**config.mk**
```make
export PLATFORM = sky130hd
export DESIGN_NAME = lzx_74hc148
export DESIGN_NICKNAME = d
export VERILOG_FILES = /design/src/rtl/lzx_74hc148.sv
export SDC_FILE = /design/constraint.sdc
export NUM_CORES = 1
export LEC_CHECK = 0
export BUFFER_PORTS_ARGS = -buffer_cell sky130_fd_sc_hd__buf_2
export CORE_AREA = 3 3 40 42
export DETAILED_ROUTE_END_ITERATION = 6
export DIE_AREA = 0 0 43 45
export PLACE_DENSITY = 0.5
export SYNTH_ARGS = -nofsm -noshare
export SYNTH_HDL_FRONTEND = slang
export SYNTH_SLANG_ARGS = --single-unit
```
**constraint.sdc**
```tcl
create_clock -name clk -period 0.8 [get_ports clk]
set_input_delay 0.08 -clock clk [delete_from_list [all_inputs] [get_ports clk]]
set_output_delay 0.08 -clock clk [all_outputs]
set_load 0.005 [all_outputs]
```
**src/rtl/lzx_74hc148.sv**
```systemverilog
// lzx_74hc148 -- clocked 8-to-3 priority encoder in the style of the 74HC148.
//
// Encodes the highest-numbered active-low request line and registers the
// result together with the cascading outputs. Every output comes straight
// from a flop, so there is no combinational path from din/EI_n to any output.
//
// Ports
//   clk     in   1  system clock, rising-edge
//   rst_n   in   1  asynchronous active-low reset
//   din     in   8  request lines, active low, din[7] highest priority
//   EI_n    in   1  enable input, active low
//   dout_n  out  3  binary index of highest active request (registered)
//   GS_n    out  1  group select: low when enabled and a request is active
//   EO_n    out  1  enable output: low when enabled and no request is active;
//                   feeds EI_n of the next lower-priority stage
module lzx_74hc148 (
  input  logic       clk,
  input  logic       rst_n,
  input  logic [7:0] din,
  input  logic       EI_n,
  output logic [2:0] dout_n,
  output logic       GS_n,
  output logic       EO_n
);

  // Packed result layout: {code[2:0], gs_n, eo_n}.
  // The idle/disabled code is 3'b111, which collides with "line 7 active";
  // gs_n is what tells them apart downstream.
  function automatic logic [4:0] encode_148(input logic [7:0] req_n, input logic en_n);
    logic [4:0] res_v;
    res_v = {3'b111, 1'b1, 1'b1};
    if (en_n == 1'b1) begin
      res_v = {3'b111, 1'b1, 1'b1};
    end else begin
      casez (req_n)
        8'b0???????: res_v = {3'd7, 1'b0, 1'b1};
        8'b10??????: res_v = {3'd6, 1'b0, 1'b1};
        8'b110?????: res_v = {3'd5, 1'b0, 1'b1};
        8'b1110????: res_v = {3'd4, 1'b0, 1'b1};
        8'b11110???: res_v = {3'd3, 1'b0, 1'b1};
        8'b111110??: res_v = {3'd2, 1'b0, 1'b1};
        8'b1111110?: res_v = {3'd1, 1'b0, 1'b1};
        8'b11111110: res_v = {3'd0, 1'b0, 1'b1};
        default:     res_v = {3'b111, 1'b1, 1'b0};
      endcase
    end
    return res_v;
  endfunction

  logic [4:0] next_s;
  logic [2:0] dout_r;
  logic       gs_r;
  logic       eo_r;

  // Next-state encoding of the sampled request lines.
  always_comb begin
    next_s = 5'b11111;
    next_s = encode_148(din, EI_n);
  end

  // Output registers; async reset returns to the disabled state.
  always_ff @(posedge clk or negedge rst_n) begin
    if (!rst_n) begin
      dout_r <= 3'b111;
      gs_r   <= 1'b1;
      eo_r   <= 1'b1;
    end else begin
      dout_r <= next_s[4:2];
      gs_r   <= next_s[1];
      eo_r   <= next_s[0];
    end
  end

  assign dout_n = dout_r;
  assign GS_n   = gs_r;
  assign EO_n   = eo_r;

endmodule

```
=== Word-level counts from Yosys, hierarchy flattened ===
Cells that the tools add are included.
Widths: inputs -> output; s select.

* Add/subtract/negate cells: 0
* $mul: 0
* Divide/modulo/power cells: 0
* Magnitude comparators: 0
* Equality and inequality tests: 7
* Shift operators: 0
* Multiplexer cells: 2
* Bitwise operators: 1
* Reduce and logical (&&, ||, !) cells: 0

{| class="wikitable"
|+ Operators with widths
! operator !! number
|-
| $pmux 5 s8 || 1
|-
| $eq 8x8->1 const B || 1
|-
| $eq 7x7->1 const B || 1
|-
| $eq 6x6->1 const B || 1
|-
| $eq 5x5->1 const B || 1
|-
| $mux 5 || 1
|-
| $eq 4x4->1 const B || 1
|-
| $eq 3x3->1 const B || 1
|-
| $eq 2x2->1 const B || 1
|-
| $not 1->1 || 1
|}

* Bits in registers: 5
* Bits in latches: 0
* RAM bits: 0
* Memory bits (read-only): 0
* Input bits: 11
* Output and inout port bits: 5
* Word-level logic and storage cells: 13
* Memories: 0

=== Logic depth before layout (Yosys ltp) ===
Gate-level depths: netlist of the first run.

* Depth in word-level cells: 3
* Depth in mapped cells: 3
* Mapped depth without buffers: 3

=== Worst setup path after synthesis of the first run ===
Ideal clock, no wire load.

* Path kind: input port to flip-flop
* From: in din[0]
* To: reg dout_r[1], in the netlist dout_n[1]
* Library setup time: 0.084 ns
* Arrival: 0.568 ns
* Required time: 0.716 ns
* Path slack: 0.149 ns
* Cell stages on the path: 3
* Buffers on the path: 0
* Path through: nand4_1 > o21bai_2 > a311o_1

* Word-level cells in the longest chain between the ends: 3

{| class="wikitable"
|+ Ends and longest elaborated chain
! item !! RTL line !! text
|-
| from (decl) || 19 || <nowiki>input logic [7:0] din,</nowiki>
|-
| $eq 8x8->1 || 35 || <nowiki>casez (req_n)</nowiki>
|-
| $pmux 5 s8 || 35 ||
|-
| $mux 5 || 32 || <nowiki>if (en_n == 1'b1) begin</nowiki>
|-
| via next_s[3] || 50 || <nowiki>logic [4:0] next_s;</nowiki>
|-
| to (signal assigned) || 68 || <nowiki>dout_r <= next_s[4:2];</nowiki>
|-
| to (decl) || 51 || <nowiki>logic [2:0] dout_r;</nowiki>
|}

The timed path passes the listed nets, and every way through them passes these cells.

=== Final worst setup path of the first run ===
* From: reg dout_r[1], in the netlist dout_n[1]
* To: out dout_n[1]

{| class="wikitable"
|+ RTL lines
! item !! RTL line !! text
|-
| to (decl) || 21 || <nowiki>output logic [2:0] dout_n,</nowiki>
|}

No word-level cell between the ends.

==> impl_summary.md, run 1 <==
Layout
The repair_antennas step left the layout with diodes totalling 0. The share of final-layout standard cells stronger than drive strength 1 is 69.0%. At the end of the flow, the number of nets in the layout was 54.

The area added between synthesis and finish is 78.0%. The filler cells instantiated in the layout total 133. The utilization after layout is roughly a third.

Placement
The global placer's final weighted congestion is roughly 0.63. The pre-CTS worst setup slack is -0.0415 ns. The number of buffers added on ports is 15. The half-perimeter wire length after detailed placement is about 460 um.

Critical path
The required time of the worst setup path is 0.72 ns. The arrival time at the worst endpoint is 0.84 ns. The setup path with the least slack is of type reg2out. The number of buffer and inverter stages on the critical path is 1. STA classifies the critical path endpoint as an output port.

The top fanout value on the critical path is 1. The gate family responsible for the most delay along the worst path is flip-flops. The most critical setup path has its endpoint at dout_n[1]. In this run the number of cells on the critical path is 1. Tracing the worst setup path back leads to its startpoint at dout_n[1]. The standard cell with the maximum stage delay on the critical path is sky130_fd_sc_hd__dfstp_2.

For this run, the slowest stage of the critical path takes roughly 0.52 ns. The nature of the critical path startpoint is a flop. Walking the worst path, the cells encountered are buf_6.

Timing
Timing would allow up to 1090 MHz. Setup repair after global routing could not meet its margin everywhere. After layout, the worst setup slack is -0.119 ns.

Setup violations remaining at the end of the flow were counted as 5. In this run the tightest slew margin relative to its limit is ~87%. The portion of the clock cycle consumed by the worst path in the final layout is 115%. The number of hold violations in the final report is 0. For the pin with the worst max-slew slack, the measured transition is ~0.20 ns. The post-layout minimum cycle time is approximately 0.92 ns. The final number of max-transition violations was 0.

Routing
Dividing the detail-routed via count by the number of cells gives 4.00. The total detailed-routing wirelength is just over 500 um. In this run, the number of DRC markers left after iteration 0 of detailed routing was 0. In this run the remaining antenna-violating nets after routing total 0. For this run, the detailed router's first-pass iteration total came to 1. In the routed design, unresolved DRC markers number 0. The via count is around 230. After detailed routing, the average wire length per cell comes to 8.84 um.

Floorplan
The die is 45 um tall. The floorplan step set the die width to 43 um. The die covers between 1500 and 2000 um2. The floorplan has 13 rows.

The floorplan core area is 1280 um2. The initial utilization of the core area, before any placement, comes to 17.7%. The number of top-level pins is 16.

Synth
The top flip-flop cell by instance count after synthesis is sky130_fd_sc_hd__dfstp_2. The post-synthesis net count is 30. Each instance of the synthesized netlist takes up on average 12.0 um2.

By area the synthesized netlist is led by sky130_fd_sc_hd__dfstp_2 (58%), sky130_fd_sc_hd__nand4_2 (5.5%), sky130_fd_sc_hd__nand2_1 (4.9%). For this run, the number of Yosys warnings is 0. The number of unique standard cell types used by synthesis is 13. The top cell type by area accounts for 57.7% of the synthesized area. The most repeated cell in the gate-level netlist after synthesis is sky130_fd_sc_hd__dfstp_2. The fraction of registers with async set or reset after synthesis is 100%. Yosys mapped a number of flops with a built-in enable equal to 0. By count the netlist is led by sky130_fd_sc_hd__dfstp_2 (5), sky130_fd_sc_hd__nand2_1 (3). Summing every instance area after synthesis gives 228 um2. Summed over all instances, the cell type with the most area after synthesis is sky130_fd_sc_hd__dfstp_2. The share of the Yosys chip area taken by registers is 57.7%. The number of synthesized register bits is 5. The instance count of the mapped netlist is 19.

Power and ir drop
Total power for the finished layout comes to 641 uW. Across the VDD grid, the largest voltage drop is 364 uV. The leakage component of the power is about 0.18 nW. In this run the power density over the cells is approximately 1600 nW/um2.

Global routing
The largest net degree at the start of global routing is 6. Across every metal layer, demand over resource in global routing totals 6.87%. The via count of the first global-routing pass is 225.

The final global-route overflow total is 0. The wire length of the first global-routing pass is 897 um. The initial antenna violation count is 0.

CTS
In this run, CTS created clock tree buffers numbering 3. After clock tree synthesis, the setup repair step added 0 buffers. For this design, the sink count on the clock tree is 5.

The longest clock path from root to sink contains 2 buffers. The clock root buffer is sky130_fd_sc_hd__clkbuf_4. After clock tree synthesis, the clock-pin slew on the worst setup and hold paths is around 0.040 ns.

The CTS tree is yes. CTS built an H-tree with a depth of 1.

Run
Max-cap violations in this run came to 0.

Min path
The classification of the worst-slack hold path is in2reg.

Outcome
The run finished, with violations left. The checks that failed: setup timing.
-- per-stage QoR --
| step | setup TNS (ns) | cell area, um2 | hold WS (ns) | std cells |
|---|---|---|---|---|
| floorplan | 0 | 228 | -0.0678 | 19 |
| global placement | -0.0259 | 344 | 0.0834 | 52 |
| detailed placement | -0.0627 | 344 | 0.0784 | 52 |
| CTS | -0.659 | 380 | 0.119 | 57 |
| global route | -0.705 | 405 | 0.152 | 57 |
| finish | -0.574 | 405 | 0.118 | 57 |
-- cells in the final DEF, fill, tap and decap left out, types with 3 or more instances in the layout --
master / n
sky130_fd_sc_hd__buf_4: 3
sky130_fd_sc_hd__dfstp_2: 5
sky130_fd_sc_hd__nand2_1: 3
sky130_fd_sc_hd__buf_2: 11
sky130_fd_sc_hd__clkbuf_4: 3
sky130_fd_sc_hd__buf_6: 4
-- flip-flops by register name, summed over array words and instances (netlist names) --
name	cells
EO_n	1
GS_n	1
dout_n	3
-- routing by layer --
metal,vias up,part of all wire [%],GRT usage (%)
met3,0,19,3.59
met4,0,0,9.04
met5,-,0,0
li1,114,-,-
met2,16,42,8.68
met1,98,39,7.11
-- kinds of logic (layout without fill, tap and decap cells) --
kind of cell | after synthesis | in the layout | share of synthesized area [%]
and+or+nand+nor | 10 | 10 | 27.5
buffers and inverters | 0 | 23 | 0
AOI/OAI and AO/OA | 4 | 4 | 14.8
DFF | 5 | 5 | 57.7
-- area by class of cell --
| cell class | instances | area (um2) | area share (%) |
|---|---|---|---|
| tap | 15 | 18.8 | 4.63 |
| sequential | 5 | 131 | 32.4 |
| multi-input combinational | 14 | 96.3 | 23.8 |
| clock buffer | 4 | 26.3 | 6.48 |
| timing repair buffer | 19 | 133 | 32.7 |
-- power by group --
group / internal, mW / total (mW) / switching (mW)
combinational: 0.0563 / 0.0922 / 0.0359
sequential: 0.269 / 0.272 / 0.00340
clock: 0.188 / 0.276 / 0.0887
total: 0.513 / 0.641 / 0.128
-- worst min-delay path by stage --
stage	from	to	slack, ns	depth (start not counted)
after CTS	EI_n	dout_n[0]	0.12	3
after global routing	din[4]	dout_n[1]	0.15	2
after global placement	rst_n	dout_n[1]	0.08	1
final	EI_n	dout_n[0]	0.12	3
after detailed placement	rst_n	dout_n[2]	0.08	1
after floorplan	rst_n	EO_n	-0.07	0
-- repair_timing --
action / CTS / global route
endpoints found under the setup margin: 5 / 5
cloned: 0 / 0
hold buffers: 1 / 0
endpoints found under the hold margin: 5 / 0
resized for setup: 0 / 4
No activity file was read; power rests on OpenSTA's default activity.
==> inputs of run 2 (changes only) <==
==> constraint.sdc (replaced) <==
create_clock -name clk -period 0.93 [get_ports clk]
set_input_delay 0.093 -clock clk [delete_from_list [all_inputs] [get_ports clk]]
set_output_delay 0.093 -clock clk [all_outputs]
set_load 0.005 [all_outputs]
==> run 2 against run 1 <==
The run still ends with setup timing left; worst setup slack better by 0.12 ns; count of clock-buffer cells in the layout stayed put; first-iteration DRC count stayed put; sequential power is 14% lower; non-clock buffer count is 3 lower; global-route usage is 0.33 points lower; combinational power is 23% lower; critical endpoint is now GS_n.
==> impl_summary.md, run 2 (same netlist as run 1, synthesis figures left out) <==
Critical path
Data on the critical path is required at its endpoint by between 0.8 and 0.9 ns. Counting both buffers and inverters, the worst setup path holds a total of 1. The arrival time at the worst endpoint is ~0.84 ns. In this design, the stage delay of the slowest critical-path cell is ~0.52 ns. In this design, the largest share of critical-path delay is due to flip-flops. STA classifies the critical path endpoint as an output port.

The setup path with the least slack is of type reg2out. Along the worst path, the maximum fanout reaches 1. The signal on the critical path passes through buf_6. The standard cell with the maximum stage delay on the critical path is sky130_fd_sc_hd__dfstp_2. STA classifies the critical path startpoint as a flop. The launching element of the worst setup path is GS_n.

Outcome
The flow ran to the end, but the final reports show violations. The checks that failed: setup timing.

Global routing
For this run, global-route usage on met3 was measured as 3.98%. The via count of the first global-routing pass is 223. The routing usage on met2 is 8.68%. The first global-routing pass estimated 903 um of wire. In the global route stage, overall resource usage came out at 6.54%. In this run the most used layer during global routing was met2.

The initial antenna violation count came to 0. Entering global routing, the biggest net connects 6 pins. In the global route stage, met1 resource usage came out at 8.11%. The final global-route overflow total is 0.

Placement
Routability-driven placement finished with a final weighted congestion of 0.743. Once placement completed, the tool counted placed cells totaling 49. The half-perimeter wire length after detailed placement is 400 um.

The number of buffers added on ports is 15.

Routing
Dividing the detail-routed wire length by the instance count gives 8.43 um. The via count is 217. The number of DRC markers in iteration 0 is 0. The detailed-router iteration count before antenna repair is 1.

The remaining routing DRC violations is 0. The detail route stage leaves a number of antenna-violating nets equal to 0. Using the TritonRoute via totals, the vias-per-cell ratio works out to 4.02. The final layout contains routed wiring with a total length of between 400 and 500 um.

Floorplan
The number of top-level pins is 16. The effective utilization at floorplan is 17.7%. The floorplan core area is 1280 um2. The floorplan step defined a die boundary enclosing 1940 um2. In this run the vertical extent of the chip is 45 um. The horizontal extent of the die is ~43 um. The number of rows in the core area is 13.

Timing
After routing, the total negative slack on setup checks comes to -0.00731 ns. Setup slack on the critical path of the routed design comes to -0.00361 ns. For the finished layout, the period the worst path requires is 0.934 ns.

The number of hold violations in the final report is 0. The worst-case headroom to the max-slew limit is roughly nine tenths. On the final layout, the worst hold slack is 0.111 ns. Setup repair after global routing could not meet its margin everywhere. The final count of negative-setup-slack endpoints is 3.

Static timing analysis puts the maximum clock frequency at around 1100 MHz. The final number of max-transition violations is 0. At the pin with the least slew margin, the transition time is 0.174 ns. The portion of the clock cycle consumed by the worst path in the final layout is 100%.

Layout
The area added between synthesis and finish is 68.1%. The most frequent standard cell in the layout excluding fill and tap cells is sky130_fd_sc_hd__buf_2. The number of antenna diodes in the final layout is 0. The count of cells in the finished layout, fillers not included, comes to 54. Leaving out fill and tap cells, the most frequent cells in the layout are sky130_fd_sc_hd__buf_2 (11), sky130_fd_sc_hd__dfstp_2 (5), sky130_fd_sc_hd__buf_6 (4).

The total number of nets in the final design is 51. The share of final-layout standard cells stronger than drive strength 1 is 66.7%. The register with the most flip-flops in the layout has 3 of them.

Run
Across the run, the number of max-cap violations was 0.

Power and ir drop
Dividing total power by cell area gives a power density of 1430 nW/um2. For this design the static power due to leakage is 0.168 nW. The maximum VDD drop is 385 uV.

CTS
In this run the deepest clock path goes through 2 buffers. Counting the buffers created by CTS gives 3. In this run the number of H-tree levels came out at 1. The CTS sink count is 5. After clock tree synthesis, the clock-pin slew on the worst setup and hold paths is ~0.04 ns. The CTS tree is yes. The clock root buffer is sky130_fd_sc_hd__clkbuf_4.

Min path
In this run the most critical hold path is launched from EI_n. The min-delay analysis places its worst path in the category in2reg.
-- run 2: path summary, 6_finish.rpt --
kind / depth (start not counted) / end
hold / removal: 3 / dout_n[2]
min in group asynchronous: 2 / GS_n
setup / recovery: 1 / GS_n
max in group asynchronous: 2 / EO_n
-- run 2: final cells by class --
cell class,count,area [um2]
Multi-Input combinational cell,14,96.3
Fill cell,129,902
Timing Repair Buffer,16,110
Sequential cell,5,131
Tap cell,15,18.8
Clock buffer,4,26.3
-- run 2: per-layer routing --
metal	wire length, um	up-vias
li1	-	108
met1	223	93
met2	156	16
met3	75	0
met4	0	0
met5	0	-
-- run 2: through the flow --
stage                     util, %  worst slack (ns)  instance area, um2  power, mW
after global placement       25.0             0.106                 322      0.297
after detailed placement     25.0            0.0879                 322      0.296
after floorplan                 -             0.266                 228      0.255
after CTS                    27.8           -0.0189                 358      0.553
final                        29.8          -0.00361                 383      0.547
after global routing         29.8           -0.0349                 383      0.588
-- run 2: power breakdown --
part / total [mW] / leakage (nW) / switching (mW) / internal, mW
logic: 0.0710 / 0.100 / 0.0297 / 0.0413
clock network: 0.242 / 0.0150 / 0.0807 / 0.162
registers: 0.234 / 0.0526 / 0.00284 / 0.231
-- run 2: what timing repair did --
action | CTS | global route
gates resized for setup | 0 | 4
endpoints found under the setup margin | 5 | 5
setup buffers | 0 | 0
hold endpoints to repair | 5 | 0
hold buffers | 1 | 0
-- run 2: tightest hold or removal path, stage by stage --
cell,delay [ns]
sky130_fd_sc_hd__buf_2,0.11
sky130_fd_sc_hd__nor2_1,0.05
sky130_fd_sc_hd__nand2_1,0.06
